`src/rtl/id_pipe_pkg.sv`:
```
// Shared types for the decode-to-execute pipeline register: field widths,
// skid-buffer state encoding and the packed decode bundle.
package id_pipe_pkg;

  localparam int ID_ADDRESS_LEN          = 32;
  localparam int ID_REGISTER_LEN         = 32;
  localparam int ID_REG_ADDRESS_LEN      = 4;
  localparam int ID_EXECUTE_COMMAND_LEN  = 4;
  localparam int ID_SIGNED_IMMEDIATE_LEN = 24;
  localparam int ID_SHIFT_OPERAND_LEN    = 12;
  localparam int ID_STALL_CNT_W          = 16;

  typedef enum logic [1:0] {
    EMPTY = 2'd0,
    ONE   = 2'd1,
    TWO   = 2'd2
  } skid_state_e;

  typedef struct packed {
    logic [ID_ADDRESS_LEN-1:0]          pc;
    logic                               mem_read_en;
    logic                               mem_write_en;
    logic                               wb_enable;
    logic                               immediate;
    logic                               branch_taken;
    logic                               status_write_enable;
    logic [ID_EXECUTE_COMMAND_LEN-1:0]  execute_command;
    logic [ID_REGISTER_LEN-1:0]         reg_file1;
    logic [ID_REGISTER_LEN-1:0]         reg_file2;
    logic [ID_REG_ADDRESS_LEN-1:0]      dest_reg;
    logic [ID_SIGNED_IMMEDIATE_LEN-1:0] signed_immediate;
    logic [ID_SHIFT_OPERAND_LEN-1:0]    shift_operand;
  } id_bundle_t;

  localparam int ID_BUNDLE_W = $bits(id_bundle_t);

endpackage

```
`src/rtl/id_stage_pipe_reg_if.sv`:
```
// Decode-side and EX-side handshake plus bundle signals of the ID/EX register.
// slave is the register's view; master is the view of the surrounding stage logic.
interface id_stage_pipe_reg_if #(
  parameter int ADDRESS_LEN          = 32,
  parameter int REGISTER_LEN         = 32,
  parameter int REG_ADDRESS_LEN      = 4,
  parameter int EXECUTE_COMMAND_LEN  = 4,
  parameter int SIGNED_IMMEDIATE_LEN = 24,
  parameter int SHIFT_OPERAND_LEN    = 12,
  parameter int STALL_CNT_W          = 16
) ();

  logic                            flush;
  logic                            in_valid;
  logic                            in_ready;
  logic [ADDRESS_LEN-1:0]          PC_in;
  logic                            mem_read_en_in;
  logic                            mem_write_en_in;
  logic                            wb_enable_in;
  logic                            immediate_in;
  logic                            branch_taken_in;
  logic                            status_write_enable_in;
  logic [EXECUTE_COMMAND_LEN-1:0]  execute_command_in;
  logic [REGISTER_LEN-1:0]         reg_file_in1;
  logic [REGISTER_LEN-1:0]         reg_file_in2;
  logic [REG_ADDRESS_LEN-1:0]      dest_reg_in;
  logic [SIGNED_IMMEDIATE_LEN-1:0] signed_immediate_in;
  logic [SHIFT_OPERAND_LEN-1:0]    shift_operand_in;

  logic                            out_valid;
  logic                            out_ready;
  logic [ADDRESS_LEN-1:0]          PC_out;
  logic                            mem_read_en_out;
  logic                            mem_write_en_out;
  logic                            wb_enable_out;
  logic                            immediate_out;
  logic                            branch_taken_out;
  logic                            status_write_enable_out;
  logic [EXECUTE_COMMAND_LEN-1:0]  execute_command_out;
  logic [REGISTER_LEN-1:0]         reg_file_out1;
  logic [REGISTER_LEN-1:0]         reg_file_out2;
  logic [REG_ADDRESS_LEN-1:0]      dest_reg_out;
  logic [SIGNED_IMMEDIATE_LEN-1:0] signed_immediate_out;
  logic [SHIFT_OPERAND_LEN-1:0]    shift_operand_out;

  logic [STALL_CNT_W-1:0]          stall_count;
  logic                            stall_clear;

  modport slave (
    input  flush, in_valid, PC_in, mem_read_en_in, mem_write_en_in, wb_enable_in,
           immediate_in, branch_taken_in, status_write_enable_in, execute_command_in,
           reg_file_in1, reg_file_in2, dest_reg_in, signed_immediate_in,
           shift_operand_in, out_ready, stall_clear,
    output in_ready, out_valid, PC_out, mem_read_en_out, mem_write_en_out,
           wb_enable_out, immediate_out, branch_taken_out, status_write_enable_out,
           execute_command_out, reg_file_out1, reg_file_out2, dest_reg_out,
           signed_immediate_out, shift_operand_out, stall_count
  );

  modport master (
    output flush, in_valid, PC_in, mem_read_en_in, mem_write_en_in, wb_enable_in,
           immediate_in, branch_taken_in, status_write_enable_in, execute_command_in,
           reg_file_in1, reg_file_in2, dest_reg_in, signed_immediate_in,
           shift_operand_in, out_ready, stall_clear,
    input  in_ready, out_valid, PC_out, mem_read_en_out, mem_write_en_out,
           wb_enable_out, immediate_out, branch_taken_out, status_write_enable_out,
           execute_command_out, reg_file_out1, reg_file_out2, dest_reg_out,
           signed_immediate_out, shift_operand_out, stall_count
  );

endinterface

```
`src/rtl/id_skid_buffer.sv`:
```
// Two-entry skid buffer: head (main) entry drives the output, skid entry absorbs
// the one extra beat accepted while in_ready is still registered high.
module id_skid_buffer
  import id_pipe_pkg::*;
#(
  parameter int PAYLOAD_W = ID_BUNDLE_W
) (
  input  logic                 clk,
  input  logic                 rst,
  input  logic                 flush_i,
  input  logic                 in_valid_i,
  output logic                 in_ready_o,
  input  logic [PAYLOAD_W-1:0] in_data_i,
  output logic                 out_valid_o,
  input  logic                 out_ready_i,
  output logic [PAYLOAD_W-1:0] out_data_o
);

  skid_state_e          state_q, state_d;
  logic [PAYLOAD_W-1:0] main_q, main_d;
  logic [PAYLOAD_W-1:0] skid_q, skid_d;
  logic                 push, pop;

  // in_ready depends only on registered state, so out_ready never reaches it
  assign in_ready_o  = (state_q != TWO);
  assign out_valid_o = (state_q != EMPTY);
  assign out_data_o  = main_q;
  assign push        = in_valid_i & in_ready_o;
  assign pop         = out_valid_o & out_ready_i;

  always_comb begin
    state_d = state_q;
    main_d  = main_q;
    skid_d  = skid_q;
    if (flush_i) begin
      state_d = EMPTY;
    end else begin
      case (state_q)
        EMPTY: begin
          if (push) begin
            main_d  = in_data_i;
            state_d = ONE;
          end
        end
        ONE: begin
          if (push && pop) begin
            main_d = in_data_i;
          end else if (push) begin
            skid_d  = in_data_i;
            state_d = TWO;
          end else if (pop) begin
            state_d = EMPTY;
          end
        end
        TWO: begin
          if (pop) begin
            main_d  = skid_q;
            state_d = ONE;
          end
        end
        default: state_d = EMPTY;
      endcase
    end
  end

  always_ff @(posedge clk or negedge rst) begin
    if (!rst) begin
      state_q <= EMPTY;
      main_q  <= '0;
      skid_q  <= '0;
    end else begin
      state_q <= state_d;
      main_q  <= main_d;
      skid_q  <= skid_d;
    end
  end

endmodule

```
`src/rtl/id_stage_pipe_reg.sv`:
```
// ID/EX pipeline register: packs the decode bundle through a skid buffer,
// gates side-effect flags on bubbles and counts EX back-pressure cycles.
module id_stage_pipe_reg
  import id_pipe_pkg::*;
#(
  parameter int ADDRESS_LEN          = ID_ADDRESS_LEN,
  parameter int REGISTER_LEN         = ID_REGISTER_LEN,
  parameter int REG_ADDRESS_LEN      = ID_REG_ADDRESS_LEN,
  parameter int EXECUTE_COMMAND_LEN  = ID_EXECUTE_COMMAND_LEN,
  parameter int SIGNED_IMMEDIATE_LEN = ID_SIGNED_IMMEDIATE_LEN,
  parameter int SHIFT_OPERAND_LEN    = ID_SHIFT_OPERAND_LEN,
  parameter int STALL_CNT_W          = ID_STALL_CNT_W
) (
  input  logic                clk,
  input  logic                rst,
  id_stage_pipe_reg_if.slave  bus
);

  localparam int PAYLOAD_W = ADDRESS_LEN + 6 + EXECUTE_COMMAND_LEN + 2 * REGISTER_LEN
                           + REG_ADDRESS_LEN + SIGNED_IMMEDIATE_LEN + SHIFT_OPERAND_LEN;

  function automatic logic [STALL_CNT_W-1:0] sat_inc(input logic [STALL_CNT_W-1:0] v);
    return (&v) ? v : v + {{(STALL_CNT_W-1){1'b0}}, 1'b1};
  endfunction

  id_bundle_t             in_bundle;
  id_bundle_t             head;
  logic [PAYLOAD_W-1:0]   in_w, head_w;
  logic                   out_valid;
  logic [STALL_CNT_W-1:0] stall_q, stall_d;

  assign in_bundle.pc                  = bus.PC_in;
  assign in_bundle.mem_read_en         = bus.mem_read_en_in;
  assign in_bundle.mem_write_en        = bus.mem_write_en_in;
  assign in_bundle.wb_enable           = bus.wb_enable_in;
  assign in_bundle.immediate           = bus.immediate_in;
  assign in_bundle.branch_taken        = bus.branch_taken_in;
  assign in_bundle.status_write_enable = bus.status_write_enable_in;
  assign in_bundle.execute_command     = bus.execute_command_in;
  assign in_bundle.reg_file1           = bus.reg_file_in1;
  assign in_bundle.reg_file2           = bus.reg_file_in2;
  assign in_bundle.dest_reg            = bus.dest_reg_in;
  assign in_bundle.signed_immediate    = bus.signed_immediate_in;
  assign in_bundle.shift_operand       = bus.shift_operand_in;
  assign in_w                          = in_bundle;

  id_skid_buffer #(
    .PAYLOAD_W (PAYLOAD_W)
  ) u_skid (
    .clk         (clk),
    .rst         (rst),
    .flush_i     (bus.flush),
    .in_valid_i  (bus.in_valid),
    .in_ready_o  (bus.in_ready),
    .in_data_i   (in_w),
    .out_valid_o (out_valid),
    .out_ready_i (bus.out_ready),
    .out_data_o  (head_w)
  );

  assign head = head_w;

  // Side-effect flags must read 0 on a bubble so EX cannot act on stale data
  assign bus.out_valid               = out_valid;
  assign bus.PC_out                  = head.pc;
  assign bus.mem_read_en_out         = head.mem_read_en & out_valid;
  assign bus.mem_write_en_out        = head.mem_write_en & out_valid;
  assign bus.wb_enable_out           = head.wb_enable & out_valid;
  assign bus.immediate_out           = head.immediate;
  assign bus.branch_taken_out        = head.branch_taken & out_valid;
  assign bus.status_write_enable_out = head.status_write_enable & out_valid;
  assign bus.execute_command_out     = head.execute_command;
  assign bus.reg_file_out1           = head.reg_file1;
  assign bus.reg_file_out2           = head.reg_file2;
  assign bus.dest_reg_out            = head.dest_reg;
  assign bus.signed_immediate_out    = head.signed_immediate;
  assign bus.shift_operand_out       = head.shift_operand;

  always_comb begin
    stall_d = stall_q;
    if (bus.stall_clear) begin
      stall_d = '0;
    end else if (out_valid && !bus.out_ready) begin
      stall_d = sat_inc(stall_q);
    end
  end

  always_ff @(posedge clk or negedge rst) begin
    if (!rst) begin
      stall_q <= '0;
    end else begin
      stall_q <= stall_d;
    end
  end

  assign bus.stall_count = stall_q;

endmodule

```
`src/flat_wrapper.sv`:
```
// flat-port wrapper written by rule: the top's interface ports become plain ports
module id_stage_pipe_reg_flat import id_pipe_pkg::*;
#(
  parameter int ADDRESS_LEN          = ID_ADDRESS_LEN,
  parameter int REGISTER_LEN         = ID_REGISTER_LEN,
  parameter int REG_ADDRESS_LEN      = ID_REG_ADDRESS_LEN,
  parameter int EXECUTE_COMMAND_LEN  = ID_EXECUTE_COMMAND_LEN,
  parameter int SIGNED_IMMEDIATE_LEN = ID_SIGNED_IMMEDIATE_LEN,
  parameter int SHIFT_OPERAND_LEN    = ID_SHIFT_OPERAND_LEN,
  parameter int STALL_CNT_W          = ID_STALL_CNT_W
)
  (clk, rst, bus_flush, bus_in_valid, bus_PC_in, bus_mem_read_en_in, bus_mem_write_en_in, bus_wb_enable_in, bus_immediate_in, bus_branch_taken_in, bus_status_write_enable_in, bus_execute_command_in, bus_reg_file_in1, bus_reg_file_in2, bus_dest_reg_in, bus_signed_immediate_in, bus_shift_operand_in, bus_out_ready, bus_stall_clear, bus_in_ready, bus_out_valid, bus_PC_out, bus_mem_read_en_out, bus_mem_write_en_out, bus_wb_enable_out, bus_immediate_out, bus_branch_taken_out, bus_status_write_enable_out, bus_execute_command_out, bus_reg_file_out1, bus_reg_file_out2, bus_dest_reg_out, bus_signed_immediate_out, bus_shift_operand_out, bus_stall_count);
  id_stage_pipe_reg_if #(.ADDRESS_LEN(ADDRESS_LEN), .REGISTER_LEN(REGISTER_LEN), .REG_ADDRESS_LEN(REG_ADDRESS_LEN), .EXECUTE_COMMAND_LEN(EXECUTE_COMMAND_LEN), .SIGNED_IMMEDIATE_LEN(SIGNED_IMMEDIATE_LEN), .SHIFT_OPERAND_LEN(SHIFT_OPERAND_LEN), .STALL_CNT_W(STALL_CNT_W)) bus_i ();
  input  logic clk;
  input  logic rst;
  input wire logic [$bits(bus_i.flush)-1:0] bus_flush;
  input wire logic [$bits(bus_i.in_valid)-1:0] bus_in_valid;
  input wire logic [$bits(bus_i.PC_in)-1:0] bus_PC_in;
  input wire logic [$bits(bus_i.mem_read_en_in)-1:0] bus_mem_read_en_in;
  input wire logic [$bits(bus_i.mem_write_en_in)-1:0] bus_mem_write_en_in;
  input wire logic [$bits(bus_i.wb_enable_in)-1:0] bus_wb_enable_in;
  input wire logic [$bits(bus_i.immediate_in)-1:0] bus_immediate_in;
  input wire logic [$bits(bus_i.branch_taken_in)-1:0] bus_branch_taken_in;
  input wire logic [$bits(bus_i.status_write_enable_in)-1:0] bus_status_write_enable_in;
  input wire logic [$bits(bus_i.execute_command_in)-1:0] bus_execute_command_in;
  input wire logic [$bits(bus_i.reg_file_in1)-1:0] bus_reg_file_in1;
  input wire logic [$bits(bus_i.reg_file_in2)-1:0] bus_reg_file_in2;
  input wire logic [$bits(bus_i.dest_reg_in)-1:0] bus_dest_reg_in;
  input wire logic [$bits(bus_i.signed_immediate_in)-1:0] bus_signed_immediate_in;
  input wire logic [$bits(bus_i.shift_operand_in)-1:0] bus_shift_operand_in;
  input wire logic [$bits(bus_i.out_ready)-1:0] bus_out_ready;
  input wire logic [$bits(bus_i.stall_clear)-1:0] bus_stall_clear;
  output wire logic [$bits(bus_i.in_ready)-1:0] bus_in_ready;
  output wire logic [$bits(bus_i.out_valid)-1:0] bus_out_valid;
  output wire logic [$bits(bus_i.PC_out)-1:0] bus_PC_out;
  output wire logic [$bits(bus_i.mem_read_en_out)-1:0] bus_mem_read_en_out;
  output wire logic [$bits(bus_i.mem_write_en_out)-1:0] bus_mem_write_en_out;
  output wire logic [$bits(bus_i.wb_enable_out)-1:0] bus_wb_enable_out;
  output wire logic [$bits(bus_i.immediate_out)-1:0] bus_immediate_out;
  output wire logic [$bits(bus_i.branch_taken_out)-1:0] bus_branch_taken_out;
  output wire logic [$bits(bus_i.status_write_enable_out)-1:0] bus_status_write_enable_out;
  output wire logic [$bits(bus_i.execute_command_out)-1:0] bus_execute_command_out;
  output wire logic [$bits(bus_i.reg_file_out1)-1:0] bus_reg_file_out1;
  output wire logic [$bits(bus_i.reg_file_out2)-1:0] bus_reg_file_out2;
  output wire logic [$bits(bus_i.dest_reg_out)-1:0] bus_dest_reg_out;
  output wire logic [$bits(bus_i.signed_immediate_out)-1:0] bus_signed_immediate_out;
  output wire logic [$bits(bus_i.shift_operand_out)-1:0] bus_shift_operand_out;
  output wire logic [$bits(bus_i.stall_count)-1:0] bus_stall_count;
  assign bus_i.flush = bus_flush;
  assign bus_i.in_valid = bus_in_valid;
  assign bus_i.PC_in = bus_PC_in;
  assign bus_i.mem_read_en_in = bus_mem_read_en_in;
  assign bus_i.mem_write_en_in = bus_mem_write_en_in;
  assign bus_i.wb_enable_in = bus_wb_enable_in;
  assign bus_i.immediate_in = bus_immediate_in;
  assign bus_i.branch_taken_in = bus_branch_taken_in;
  assign bus_i.status_write_enable_in = bus_status_write_enable_in;
  assign bus_i.execute_command_in = bus_execute_command_in;
  assign bus_i.reg_file_in1 = bus_reg_file_in1;
  assign bus_i.reg_file_in2 = bus_reg_file_in2;
  assign bus_i.dest_reg_in = bus_dest_reg_in;
  assign bus_i.signed_immediate_in = bus_signed_immediate_in;
  assign bus_i.shift_operand_in = bus_shift_operand_in;
  assign bus_i.out_ready = bus_out_ready;
  assign bus_i.stall_clear = bus_stall_clear;
  assign bus_in_ready = bus_i.in_ready;
  assign bus_out_valid = bus_i.out_valid;
  assign bus_PC_out = bus_i.PC_out;
  assign bus_mem_read_en_out = bus_i.mem_read_en_out;
  assign bus_mem_write_en_out = bus_i.mem_write_en_out;
  assign bus_wb_enable_out = bus_i.wb_enable_out;
  assign bus_immediate_out = bus_i.immediate_out;
  assign bus_branch_taken_out = bus_i.branch_taken_out;
  assign bus_status_write_enable_out = bus_i.status_write_enable_out;
  assign bus_execute_command_out = bus_i.execute_command_out;
  assign bus_reg_file_out1 = bus_i.reg_file_out1;
  assign bus_reg_file_out2 = bus_i.reg_file_out2;
  assign bus_dest_reg_out = bus_i.dest_reg_out;
  assign bus_signed_immediate_out = bus_i.signed_immediate_out;
  assign bus_shift_operand_out = bus_i.shift_operand_out;
  assign bus_stall_count = bus_i.stall_count;
  id_stage_pipe_reg #(.ADDRESS_LEN(ADDRESS_LEN), .REGISTER_LEN(REGISTER_LEN), .REG_ADDRESS_LEN(REG_ADDRESS_LEN), .EXECUTE_COMMAND_LEN(EXECUTE_COMMAND_LEN), .SIGNED_IMMEDIATE_LEN(SIGNED_IMMEDIATE_LEN), .SHIFT_OPERAND_LEN(SHIFT_OPERAND_LEN), .STALL_CNT_W(STALL_CNT_W)) u_core (.clk(clk), .rst(rst), .bus(bus_i));
endmodule
```
`config.mk`:
```
export PLATFORM = sky130hd
export DESIGN_NAME = id_stage_pipe_reg_flat
export DESIGN_NICKNAME = d
export VERILOG_FILES = /design/src/rtl/id_pipe_pkg.sv /design/src/rtl/id_stage_pipe_reg_if.sv /design/src/rtl/id_skid_buffer.sv /design/src/rtl/id_stage_pipe_reg.sv /design/src/flat_wrapper.sv
export SDC_FILE = /design/constraint.sdc
export NUM_CORES = 1
export LEC_CHECK = 0
export CAP_MARGIN = 5
export CORE_MARGIN = 4
export CORE_UTILIZATION = 36
export DETAILED_ROUTE_END_ITERATION = 16
export GPL_TIMING_DRIVEN = 0
export PLACE_DENSITY = 0.71
export SYNTH_ARGS = -nofsm -noshare
export SYNTH_HDL_FRONTEND = slang
export SYNTH_SLANG_ARGS = --single-unit
```
`constraint.sdc`:
```
create_clock -name clk -period 1.7 [get_ports clk]
set_input_delay 0.34 -clock clk [delete_from_list [all_inputs] [get_ports clk]]
set_output_delay 0.34 -clock clk [all_outputs]
set_load 0.01 [all_outputs]
```
==> flow_summary.yaml <==
logic_synthesis:
  synth-compound-area-share: 0.0145
  netlist_instances: 1345
  asyncSetResetFlopFracSynth: 1.00
  mappedNetlistArea_mm2: 0.0147
  netlist-cell-type-count: 36
  dominantRegCellSynth: "sky130_fd_sc_hd__dfrtp_1"
  synth-edff-count: 0
  synth-seq-cells: 310
  postSynthAreaPerCell_um2: 10.9
  yosys-mux-area-fraction: 0.226
  yosysWarnings: 0
  seq_area_frac_synth: 0.529
  combinational_family_with_the_most_area_after_synthesis: "multiplexers"
  synthesis.nets: 1498
  synth-simple-area-share: 0.135
  synth-xor-area-share: 0.000597
  share_of_synthesized_cell_area_in_full_adder_half_adder_and_majority_cells: 0.000852
sta:
  max_clock_freq_ghz: 0.496
  setup_violations: 168
  worstMarginPinSlew_ps: 655
  timing.final.ws_setup_ps: -317
  grt_setup_unrepaired: "yes"
  report.final.slew_viol_count: 0
  finalClockSkew_ps: 11.5
  final_worst_path_period_share: 1.19
  report.final.hold_viol_count: 0
  final.min_clock_period_ps: 2020
  max-slew-margin-rel: 0.563
worst_setup_path:
  worst_r2r_startpoint: "u_core.u_skid.state_q[0]$_DFFE_PN0P_"
  worst_ep_arrival_time_ps: 2430
  cp_num_buf_inv: 6
  r2r_cells: 10
  worstPathMaxFanout: 6
  timing.critical_path.cells: "buf_6, nor2b_4, buf_6, buf_6, o21ai_4, a21oi_4, buf_6, buf_16, clkbuf_16, mux2_4"
  reg2reg_setup_slack_ps: -320
  startpoint_type: "register"
  end_kind: "register"
  regToRegEndpoint: "u_core.u_skid.out_data_o[142]$_DFFE_PN0P_"
  worst_path_largest_cell_delay_ps: 370
  crit_required_ps: 2110
  critical_path.most_common_cell: "sky130_fd_sc_hd__buf_6"
  worstSetupPathType: "reg -> reg"
  critical_path.slowest_cell: "sky130_fd_sc_hd__dfrtp_1"
  critical-path-top-delay-family: "buffers and inverters"
pwr:
  peakVddDrop_uv: 792
  power_density_of_the_placed_cells_mw_per_mm2: 1130
  static-leakage-power_nw: 10.5
layout:
  fillCellCount: 3345
  final_nets: 1942
  drive_gt1_frac: 0.396
  most-common-layout-cells: "442 x sky130_fd_sc_hd__nand2_1, 298 x sky130_fd_sc_hd__dfrtp_1, 211 x sky130_fd_sc_hd__buf_4"
  multi_input_area_mm2: 0.00628
  synthToLayoutAreaGrowth_pct: 47.9
  post-route-cell-area_mm2: 0.0217
  layout.cells.most_common: "sky130_fd_sc_hd__nand2_1"
  reg_area_mm2: 0.00777
die:
  placement_row_count: 73
  die-width_um: 210
  die_height_um: 210
  pin_count: 316
  starting_density_of_the_core: 0.367
  coreArea_mm2: 0.0400
  die_area_mm2: 0.0441
min_path:
  hold_depth: 2
  worst_hold_path_type: "in -> reg"
  worst_hold_startpoint: "bus_stall_clear"
  hold-path-endpoint: "u_core.bus.stall_count[4]$_DFFE_PN0P_"
status:
  status: "complete, but fails checks"
  violations: "setup timing"
placed_design:
  dpl_worst_slack_ps: -1220
  hpwl_um: 27100
  post_place_instance_area_mm2: 0.0191
  port_buffers: 314
  finalWeightedCongestion: 0.799
clock_tree:
  cts_tree: "yes"
  sinks_on_clock_net: 310
  worst_skew_pair.late_latency_ps: 540
  max-clock-path-buffers: 3
  cts_clock_pin_slew_for_the_worst_setup_and_hold_paths_ps: 60
  root_buffer: "sky130_fd_sc_hd__clkbuf_16"
  numCtsBuffers: 37
  htree_levels: 2
grt:
  gr-total-overflow: 0
  antenna_found_initial: 3
  grt_pass1_wl_um: 62900
  grt_start_max_net_pins: 119
  grtUsageTotal: 0.177
  vias_in_the_first_global_route: 11479
detailed_routing:
  post_drt_wl_per_cell_um: 17.5
  route.top_layer_used: "met5"
  dr_vias: 10963
  drt.antenna.violating_nets: 0
  drt-total-wl_um: 41000
  vias_per_cell: 4.69
  route.met2.wl_um: 20100
  drt_pass1_iterations: 5
  wl_met3_um: 2890
  drt_drc_violations_left: 0
  detail_route.iter0.violations: 426
  m1WireLength_um: 17200
job:
  cap_violations: 0
==> cell families after synthesis <==
family | count (synthesis)
buffers and inverters | 214
muxes | 295
and+or+nand+nor | 492
adders and majority gates | 1
AOI/OAI and AO/OA | 32
DFF | 310
xor gates and xnor gates | 1
==> metal layers <==
metal,up-vias,track usage
met1,5425,0.221
met5,-,0
met4,4,0.0506
met2,292,0.300
li1,5185,-
met3,57,0.0544
==> Yosys cell counts (7+ instances only) <==
master                       n  share of area
sky130_fd_sc_hd__dfrtp_1   310           0.53
sky130_fd_sc_hd__nand2_1   443           0.11
sky130_fd_sc_hd__mux2_2    283           0.22
sky130_fd_sc_hd__nor2_1      7         0.0018
sky130_fd_sc_hd__buf_2      28         0.0095
sky130_fd_sc_hd__or3_1       7         0.0030
sky130_fd_sc_hd__clkbuf_1   34         0.0087
sky130_fd_sc_hd__mux2_1     10         0.0077
sky130_fd_sc_hd__buf_4     144          0.074
sky130_fd_sc_hd__a21oi_1    14         0.0048
sky130_fd_sc_hd__nor2b_1     8         0.0034
==> power breakdown <==
part / internal, W / switching (W)
registers: 0.00910 / 0.000892
clock network: 0.00482 / 0.00316
logic: 0.00431 / 0.00224
==> how the worst max path moves through the flow <==
stage	from	endpoint	slack, ps	cells after the start
after floorplan	u_core.bus.stall_count[6]$_DFFE_PN0P_	u_core.bus.stall_count[13]$_DFFE_PN0P_	-120	4
after global placement	rst	u_core.bus.stall_count[5]$_DFFE_PN0P_	-14750	1
after detailed placement	bus_out_ready	u_core.u_skid.skid_q[101]$_DFFE_PN0P_	-1220	6
after CTS	u_core.u_skid.state_q[0]$_DFFE_PN0P_	u_core.u_skid.out_data_o[101]$_DFFE_PN0P_	-340	11
after global routing	u_core.u_skid.state_q[0]$_DFFE_PN0P_	u_core.u_skid.out_data_o[133]$_DFFE_PN0P_	-400	10
final	u_core.u_skid.state_q[0]$_DFFE_PN0P_	u_core.u_skid.out_data_o[142]$_DFFE_PN0P_	-320	10
==> stage by stage <==
step	std cells	power (W)	hold slack [ps]	setup TNS, ps	util
finish	2339	0.0245	218	-41100	0.543
global route	2338	0.0258	211	-54980	0.543
CTS	2307	0.0245	167	-46270	0.525
detailed placement	2186	0.0163	450	-265320	0.476
global placement	2184	0.0161	486	-4460990	0.475
floorplan	1345	0.0136	44.4	-6340	-
==> sequential cells by signal (all words and copies together), names as in the netlist <==
name,flops
u_core.bus.stall_count,16
u_core.u_skid.out_data_o,146
u_core.u_skid.state_q,2
u_core.u_skid.skid_q,146
==> what timing repair did <==
action / 4_1_cts / 5_1_grt
setup buffers: 52 / 25
gates resized for setup: 376 / 150
pin swaps: 7 / 18
setup endpoints to repair: 473 / 443
gates cloned: 5 / 7
hold buffers: 1 / 0
endpoints found under the hold margin: 99 / 0
==> layout make-up <==
type | instances | area share
Sequential cell | 310 | 0.358
Clock buffer | 51 | 0.0489
Timing Repair Buffer | 406 | 0.188
Clock inverter | 12 | 0.00686
Multi-Input combinational cell | 821 | 0.289
Tap cell | 525 | 0.0303
Antenna cell | 1 | 0.000115
Inverter | 5 | 0.000865
Buffer | 208 | 0.0778
Power figures use the tool's default switching activity.
